[config.mk]
export PLATFORM = sky130hd
export DESIGN_NAME = tdm_demux4
export DESIGN_NICKNAME = d
export VERILOG_FILES = /design/src/rtl/tdm_pkg.sv /design/src/rtl/tdm_demux4.sv
export SDC_FILE = /design/constraint.sdc
export NUM_CORES = 1
export LEC_CHECK = 0
export BUFFER_PORTS_ARGS = -buffer_cell sky130_fd_sc_hd__buf_2
export CORE_MARGIN = 2
export CORE_UTILIZATION = 58
export CTS_CLUSTER_DIAMETER = 80
export DETAILED_ROUTE_END_ITERATION = 16
export GPL_TIMING_DRIVEN = 0
export PLACE_DENSITY = 0.84
export RECOVER_POWER = 50
export SYNTH_ARGS = -nofsm -noshare
export SYNTH_HDL_FRONTEND = slang
export SYNTH_SLANG_ARGS = --single-unit
[constraint.sdc]
create_clock -name clk -period 2.86 [get_ports clk]
set_input_delay 0.572 -clock clk [delete_from_list [all_inputs] [get_ports clk]]
set_output_delay 0.572 -clock clk [all_outputs]
set_load 0.01 [all_outputs]
[src/rtl/tdm_pkg.sv]
// Shared definitions for the 4-channel TDM link: slot codes, alignment states
// and the slot-order rule used by both the multiplexer and the demultiplexer.
package tdm_pkg;

    typedef logic [1:0] slot_t;

    localparam slot_t SLOT_A = 2'b00;
    localparam slot_t SLOT_B = 2'b01;
    localparam slot_t SLOT_C = 2'b10;
    localparam slot_t SLOT_D = 2'b11;

    typedef enum logic {
        HUNT   = 1'b0,
        LOCKED = 1'b1
    } state_t;

    // Slots are sent a, b, c, d and then wrap back to a.
    function automatic slot_t next_slot(input slot_t s);
        return s + 2'b01;
    endfunction

    // Only the slot-a sample carries the sync marker.
    function automatic logic sync_expected(input slot_t s);
        return (s == SLOT_A);
    endfunction

    function automatic logic is_last_slot(input slot_t s);
        return (s == SLOT_D);
    endfunction

endpackage

[src/rtl/tdm_demux4.sv]
// Receive side of the 4-to-1 TDM link: aligns to the slot-a sync marker and
// presents each completed frame on four registered channel outputs.
module tdm_demux4
    import tdm_pkg::*;
#(
    parameter int WIDTH = 8
) (
    input  logic             clk,
    input  logic             rst_n,
    input  logic [WIDTH-1:0] din,
    input  logic             din_valid,
    input  logic             sync,
    output logic [WIDTH-1:0] dout_a,
    output logic [WIDTH-1:0] dout_b,
    output logic [WIDTH-1:0] dout_c,
    output logic [WIDTH-1:0] dout_d,
    output logic             frame_valid,
    output logic             locked,
    output logic [1:0]       slot,
    output logic             sync_err
);

    state_t           state_q, state_d;
    slot_t            slot_q, slot_d;
    logic [WIDTH-1:0] sh_a_q, sh_a_d;
    logic [WIDTH-1:0] sh_b_q, sh_b_d;
    logic [WIDTH-1:0] sh_c_q, sh_c_d;
    logic [WIDTH-1:0] out_a_q, out_a_d;
    logic [WIDTH-1:0] out_b_q, out_b_d;
    logic [WIDTH-1:0] out_c_q, out_c_d;
    logic [WIDTH-1:0] out_d_q, out_d_d;
    logic             frame_q, frame_d;
    logic             err_q, err_d;

    always_ff @(posedge clk) begin
        if (!rst_n) begin
            state_q <= HUNT;
            slot_q  <= SLOT_A;
            sh_a_q  <= '0;
            sh_b_q  <= '0;
            sh_c_q  <= '0;
            out_a_q <= '0;
            out_b_q <= '0;
            out_c_q <= '0;
            out_d_q <= '0;
            frame_q <= 1'b0;
            err_q   <= 1'b0;
        end else begin
            state_q <= state_d;
            slot_q  <= slot_d;
            sh_a_q  <= sh_a_d;
            sh_b_q  <= sh_b_d;
            sh_c_q  <= sh_c_d;
            out_a_q <= out_a_d;
            out_b_q <= out_b_d;
            out_c_q <= out_c_d;
            out_d_q <= out_d_d;
            frame_q <= frame_d;
            err_q   <= err_d;
        end
    end

    always_comb begin
        state_d = state_q;
        slot_d  = slot_q;
        sh_a_d  = sh_a_q;
        sh_b_d  = sh_b_q;
        sh_c_d  = sh_c_q;
        out_a_d = out_a_q;
        out_b_d = out_b_q;
        out_c_d = out_c_q;
        out_d_d = out_d_q;
        frame_d = 1'b0;
        err_d   = 1'b0;

        unique case (state_q)
            HUNT: begin
                if (din_valid && sync) begin
                    sh_a_d  = din;
                    slot_d  = SLOT_B;
                    state_d = LOCKED;
                end
            end
            LOCKED: begin
                if (din_valid) begin
                    if (sync && !sync_expected(slot_q)) begin
                        // Early marker: restart the frame on this sample.
                        err_d  = 1'b1;
                        sh_a_d = din;
                        slot_d = SLOT_B;
                    end else if (!sync && sync_expected(slot_q)) begin
                        // Marker missing where it must be: alignment is lost.
                        err_d   = 1'b1;
                        slot_d  = SLOT_A;
                        state_d = HUNT;
                    end else begin
                        unique case (slot_q)
                            SLOT_A: sh_a_d = din;
                            SLOT_B: sh_b_d = din;
                            SLOT_C: sh_c_d = din;
                            default: ;
                        endcase
                        if (is_last_slot(slot_q)) begin
                            out_a_d = sh_a_q;
                            out_b_d = sh_b_q;
                            out_c_d = sh_c_q;
                            out_d_d = din;
                            frame_d = 1'b1;
                        end
                        slot_d = next_slot(slot_q);
                    end
                end
            end
            default: begin
                state_d = HUNT;
                slot_d  = SLOT_A;
            end
        endcase
    end

    assign dout_a      = out_a_q;
    assign dout_b      = out_b_q;
    assign dout_c      = out_c_q;
    assign dout_d      = out_d_q;
    assign frame_valid = frame_q;
    assign sync_err    = err_q;
    assign locked      = (state_q == LOCKED);
    assign slot        = slot_q;

endmodule

==> flow_metrics.tcl, run 1 <==
set metrics [dict create \
    grt-ovfl-total 0 \
    dpl_cell_area_um2 2750 \
    dr.first_iter.drc_count 83 \
    setup_viol 0 \
    nets 318 \
    worstMarginPinSlew_ps 479 \
    drt_pre_antenna_iters 4 \
    ys_types 23 \
    max_freq_ghz 0.436 \
    r2r-end "dout_a[7]$_SDFFE_PN0P_" \
    regToRegSetupSlack_ps 920 \
    yosys.area.top_type "dfxtp_1" \
    first_global_vias 1837 \
    syn_area_per_cell_um2 10.1 \
    maxCapViolCount 0 \
    hold_end "dout_a[5]$_SDFFE_PN0P_" \
    end_kind "flop" \
    r2r_cells 7 \
    hpwlAfterDp_um 3520 \
    r2r_start "slot[0]$_SDFFE_PN0P_" \
    cp_max_fo 10 \
    stdcell_count 355 \
    start_util_pct 61.0 \
    power.total_mw 1.82 \
    drive_gt1_share_pct 16.1 \
    final_area_um2 2930 \
    synth_top_area_share_pct 49.7 \
    via_per_inst 5.35 \
    synthCells 243 \
    ant_nets 0 \
    cp-start-kind "primary input" \
    regArea_um2 1220 \
    seq_area_frac_synth_pct 49.7 \
    grt_pass1_wl_um 8800 \
    whs_ps 457 \
    multi_input_area_um2 1080 \
    min_from "dout_a[5]$_SDFFE_PN0P_" \
    peakVddDrop_mv 0.427 \
    maxSlewViolCount 0 \
    min_period_ps 2300 \
    h-tree-depth 3 \
    routabilityCongestion 0.840 \
    synth_warnings 0 \
    port_buffers 46 \
    dp_slack_ps 489 \
    track_usage_pct 23.4 \
    arrival_ps 2560 \
    setup_tns_ps 0 \
    cts-root-buf "clkbuf_8" \
    placed_cells 339 \
    cp_cell_sequence "buf_1, buf_2, clkbuf_1, inv_1, ha_1, and4_4, buf_6, buf_12, mux2i_1" \
    cp_slowest_cell "clkbuf_1" \
    netlist_area_um2 2460 \
    cts_resized 0 \
    period_share_pct 80.3 \
    syn2layout_area_growth_pct 19.1 \
    antenna_found_initial 0 \
    slowest_delay_ps 420 \
    finalClockSkew_ps 7.54 \
    holdCritPathClass "reg -> reg" \
    syn_nets 261 \
    num-fill-cells 334 \
    cts_tree "done" \
    max_slew_margin_pct 68.1 \
    p_per_area_nw_per_um2 621 \
    core_um2 4030 \
    post-route-drc-count 0 \
    fin_util_pct 72.6 \
    clk_latency_ps 340 \
    outcome "completed" \
    holdBufCountCts 0 \
    core.rowCount 23 \
    cts_setup_buffers 0 \
    cts_buffers 9 \
    clk_path_buf_depth 2 \
    clock-sinks 61 \
    required_ps 3120 \
    ys_top_cells_by_area "dfxtp_1, mux2i_1, nand2_1" \
    grt_max_degree 11 \
    ys_ff_latch 61 \
    layout_commonest_cell "nand2_1" \
    die_h_um 69.1 \
    min_path_cells 2 \
    fin_ws_ps 564 \
    clk_pin_slew_worst_paths_ps 60 \
    vias 1898 \
    num_antenna_cells 0 \
    finalHoldViolations 0 \
    final_cell_mix "nand2_1, dfxtp_1, mux2i_1" \
    routedWlPerCell_um 14.6 \
    p_leak_nw 1.33 \
    die_x_um 69.1 \
    die_area_um2 4770 \
    rsz0062_at_grt "false" \
    io-pin-count 49 \
    wl_um 5200 \
    path_class "in -> reg" \
]
-- worst max path at each step --
stage / start / end / cells past startpoint
CTS: sync / dout_a[7]$_SDFFE_PN0P_ / 9
finish: sync / dout_a[7]$_SDFFE_PN0P_ / 9
global route: sync / dout_d[3]$_SDFFE_PN0P_ / 9
floorplan: sync / dout_b[7]$_SDFFE_PN0P_ / 8
detailed placement: sync / dout_a[7]$_SDFFE_PN0P_ / 9
global placement: sync / dout_d[0]$_SDFFE_PN0P_ / 9
-- registers in the layout, indices dropped and copies added (netlist names) --
name / cells
dout_a: 8
dout_b: 8
dout_c: 8
dout_d: 8
frame_valid: 1
locked: 1
sh_a_q: 8
sh_b_q: 8
sh_c_q: 8
slot: 2
sync_err: 1
-- kinds of logic (layout without fill, tap and decap cells) --
logic type	count (synthesis)	after routing	share of synthesized area, %
mux	49	49	20.0
flops	61	61	49.7
fa+ha+maj	6	6	3.05
buf+inv	24	86	6.31
simple gates	82	82	14.4
compound gates	21	21	6.57
-- metal layers --
layer  global-route usage [%]  vias up  wire, um
met5                        0        -         0
met4                     8.28        0        70
met3                     7.31        7       274
met2                     36.6       48      2430
met1                     30.7      910      2420
li1                         -      933         -
-- synthesized netlist by cell type --
| master | instances |
|---|---|
| dfxtp_1 | 61 |
| nand2_1 | 67 |
| a21bo_2 | 8 |
| nor4_1 | 1 |
| inv_1 | 5 |
| nor3b_1 | 1 |
| mux2i_1 | 49 |
| and4_4 | 1 |
| o21a_1 | 1 |
| nand3_1 | 8 |
| o32ai_1 | 1 |
| nand2b_1 | 1 |
| ha_1 | 6 |
| o221a_2 | 1 |
| buf_6 | 5 |
| nand4_1 | 1 |
| buf_2 | 9 |
| nand4_2 | 2 |
| clkbuf_1 | 3 |
| clkinv_1 | 1 |
| buf_12 | 1 |
| a311oi_1 | 1 |
| a21oi_1 | 9 |
-- critical path, delay by kind of cell --
kind / cells / cell delay [ps]
adder cells (fa/ha/maj): 1 / 400
multiplexers: 1 / 190
buffers and inverters: 6 / 1150
AND/OR/NAND/NOR: 1 / 250
-- cell type report --
| cell class | instances | area share [%] |
|---|---|---|
| clock buffer | 12 | 5.30 |
| inverter | 6 | 0.770 |
| multi-input combinational | 158 | 36.9 |
| clock inverter | 4 | 2.39 |
| tap | 50 | 2.14 |
| sequential | 61 | 41.7 |
| timing repair buffer | 46 | 6.24 |
| buffer | 18 | 4.49 |
-- power by group --
group	internal [mW]	switching (mW)
logic	0.0347	0.0628
clock network	0.535	0.320
registers	0.858	0.00573
total	1.43	0.388
No activity file was read; power rests on OpenSTA's default activity.
==> run 2: changes to the inputs <==
Settings changed: ABC_AREA set to 1, CORE_UTILIZATION 58 to 54, PLACE_DENSITY 0.84 to 0.79.
Clock period 2.86 ns to 2.15 ns, I/O delays scaled along.
==> run 2 against run 1 <==
Worst setup slack got worse by 390 ps. Sequential power rose by 34%. Combinational power rose by 58%. Global-route usage rose by 0.23 points. Sequential share of layout area fell by 1.1 points. Cell area rose by 2.7%. Via count rose by 24%. First-iteration DRC count rose by 86%. Hold slack got worse by 61 ps. Non-clock buffer count rose by 5.
==> flow_metrics.tcl, run 2 <==
set metrics [dict create \
    outcome "completed" \
    grt-ovfl-total 0 \
    synthTopCellsByCount "nor2_1, dfxtp_1, nand2_1" \
    final_area_um2 3010 \
    first_global_vias 2119 \
    power.switching_fraction_pct 22.4 \
    ys_ff_latch 61 \
    holdBufCountCts 0 \
    layout_commonest_cell "nor2_1" \
    intPower_mw 1.79 \
    wl_um 5650 \
    dp_slack_ps 223 \
    synth_top_flop_cell "dfxtp_1" \
    maxCapViolCount 0 \
    cp-start-kind "flop" \
    cts_setup_buffers 0 \
    start_util_pct 54.9 \
    timing.critical_path.buf_inv 1 \
    cts-root-buf "clkbuf_8" \
    via_per_inst 4.90 \
    cts_tree "done" \
    clock-sinks 61 \
    grt_max_degree 11 \
    slowest_delay_ps 450 \
    p_per_area_nw_per_um2 767 \
    routedWlPerCell_um 11.8 \
    path_class "reg -> reg" \
    track_usage_pct 23.7 \
    die_h_um 72.9 \
    async_flop_share_pct 0 \
    rsz0062_at_grt "false" \
    drt_pre_antenna_iters 5 \
    antenna_found_initial 0 \
    dpl_cell_area_um2 2860 \
    post-route-drc-count 0 \
    cts_resized 0 \
    synth_warnings 0 \
    peakVddDrop_mv 0.564 \
    drive_gt1_share_pct 8.47 \
    port_buffers 47 \
    synth_top_area_share_pct 47.7 \
    setup_viol 0 \
    num_antenna_cells 0 \
    clk_latency_ps 340 \
    core.rowCount 25 \
    worstMarginPinSlew_ps 534 \
    synth_edf_count 0 \
    routabilityCongestion 0.901 \
    syn_nets 381 \
    crit_top_cell "nor2_1" \
    core_um2 4660 \
    fin_ws_ps 178 \
    max_freq_ghz 0.507 \
    required_ps 2420 \
    clk_pin_slew_worst_paths_ps 60 \
    cts_buffers 9 \
    h-tree-depth 3 \
    die_x_um 72.9 \
    maxSlewViolCount 0 \
    setup_tns_ps 0 \
    hpwlAfterDp_um 4060 \
    arrival_ps 2240 \
    finalClockSkew_ps 4.56 \
    nets 439 \
    netlist_area_um2 2560 \
    vias 2349 \
    end_kind "flop" \
    switching_power_mw 0.517 \
    synthCells 363 \
    power_frac_seq_pct 50.1 \
    period_share_pct 91.7 \
    p_comb_share_pct 6.7 \
    cp_cell_sequence "inv_1, ha_1, ha_1, nand3_2, nor2_1, nor2_1, nor2_1" \
    syn_area_per_cell_um2 7.05 \
    final_cell_mix "nor2_1, dfxtp_1, nand2_1" \
    max_slew_margin_pct 64.3 \
    p_clk_share_pct 43.2 \
    ant_nets 0 \
    clk_path_buf_depth 2 \
    dr.first_iter.drc_count 154 \
    cp_slowest_cell "nor2_1" \
    die_area_um2 5310 \
    yosys.area.top_type "dfxtp_1" \
    yosysMostFrequentCell "nor2_1" \
    holdCritPathClass "in -> reg" \
    p_leak_nw 1.24 \
    grt_pass1_wl_um 9510 \
    finalHoldViolations 0 \
    seq_area_frac_synth_pct 47.7 \
    syn2layout_area_growth_pct 17.4 \
    path_delay_family "simple AND/OR/NAND/NOR gates" \
    min_period_ps 1970 \
    ys_top_cells_by_area "dfxtp_1, nor2_1, nand3_1" \
    ys_types 19 \
    io-pin-count 49 \
    cp_max_fo 8 \
]
==> run 2: cell types whose count changed after synthesis, moves of 3 or more <==
cell,previous run,this run
buf_1,0,5
o21ai_0,0,10
mux2i_1,49,0
a21bo_2,8,0
nand2_1,67,53
buf_2,9,6
nor2_1,0,101
buf_4,0,3
inv_1,5,43
nand3_1,8,50
==> run 2: cell families (layout without fill, tap and decap cells) <==
| kind of cell | after synthesis | after routing | synth area share [%] |
|---|---|---|---|
| AO/OA/AOI/OAI | 20 | 20 | 3.91 |
| AND/OR/NAND/NOR | 211 | 211 | 34.3 |
| buffers and inverters | 65 | 127 | 11.1 |
| flip-flops | 61 | 61 | 47.7 |
| adder cells (fa/ha/maj) | 6 | 6 | 2.93 |
==> run 2: layout make-up <==
type,count,area (um^2)
timing repair buffer,47,188
tap,54,67.6
clock inverter,1,30.0
sequential,61,1220
fill,454,1650
multi-input combinational,237,1050
clock buffer,14,163
buffer,22,123
inverter,43,161
==> run 2: final timing paths <==
path | startpoint | to | slack (ps) | cells after the start
hold / removal | din[0] | sh_a_q[0]$_SDFFE_PN0P_ | 400 | 3
setup / recovery | slot[0]$_SDFFE_PN0P_ | sh_b_q[3]$_SDFFE_PN0P_ | 180 | 7
hold reg to reg | sh_a_q[2]$_SDFFE_PN0P_ | sh_a_q[2]$_SDFFE_PN0P_ | 460 | 2
setup reg to reg | slot[0]$_SDFFE_PN0P_ | sh_b_q[3]$_SDFFE_PN0P_ | 180 | 7
==> run 2: worst reg2reg max path, stage by stage, from the launching register on <==
cell and delay (ps):
dfxtp_1 420, inv_1 120, ha_1 230, ha_1 340, nand3_2 120, nor2_1 450
nor2_1 90, nor2_1 130
==> run 2: metrics by stage <==
stage	util, %	total power, mW	hold slack [ps]	std cells
after floorplan	-	1.28	430	363
after global routing	64.5	2.40	438	479
after detailed placement	61.4	1.33	446	464
after CTS	65.6	2.33	389	479
after global placement	61.4	1.33	440	464
final	64.5	2.31	396	479
==> run 2: layer usage <==
metal,share of wire (%),track usage [%],vias to the layer above
met5,0,0,-
met4,2.0,9.88,0
met3,5.7,7.32,10
met2,49,39.5,65
met1,44,28.2,1044
li1,-,-,1230
==> run 2: power by group through the flow <==
stage,clock (mW),sequential [mW],combinational (mW)
after floorplan,0,1.18,0.103
after global placement,0,1.18,0.147
after detailed placement,0,1.18,0.151
after CTS,1.02,1.16,0.153
after global routing,1.07,1.16,0.173
final,0.997,1.16,0.154
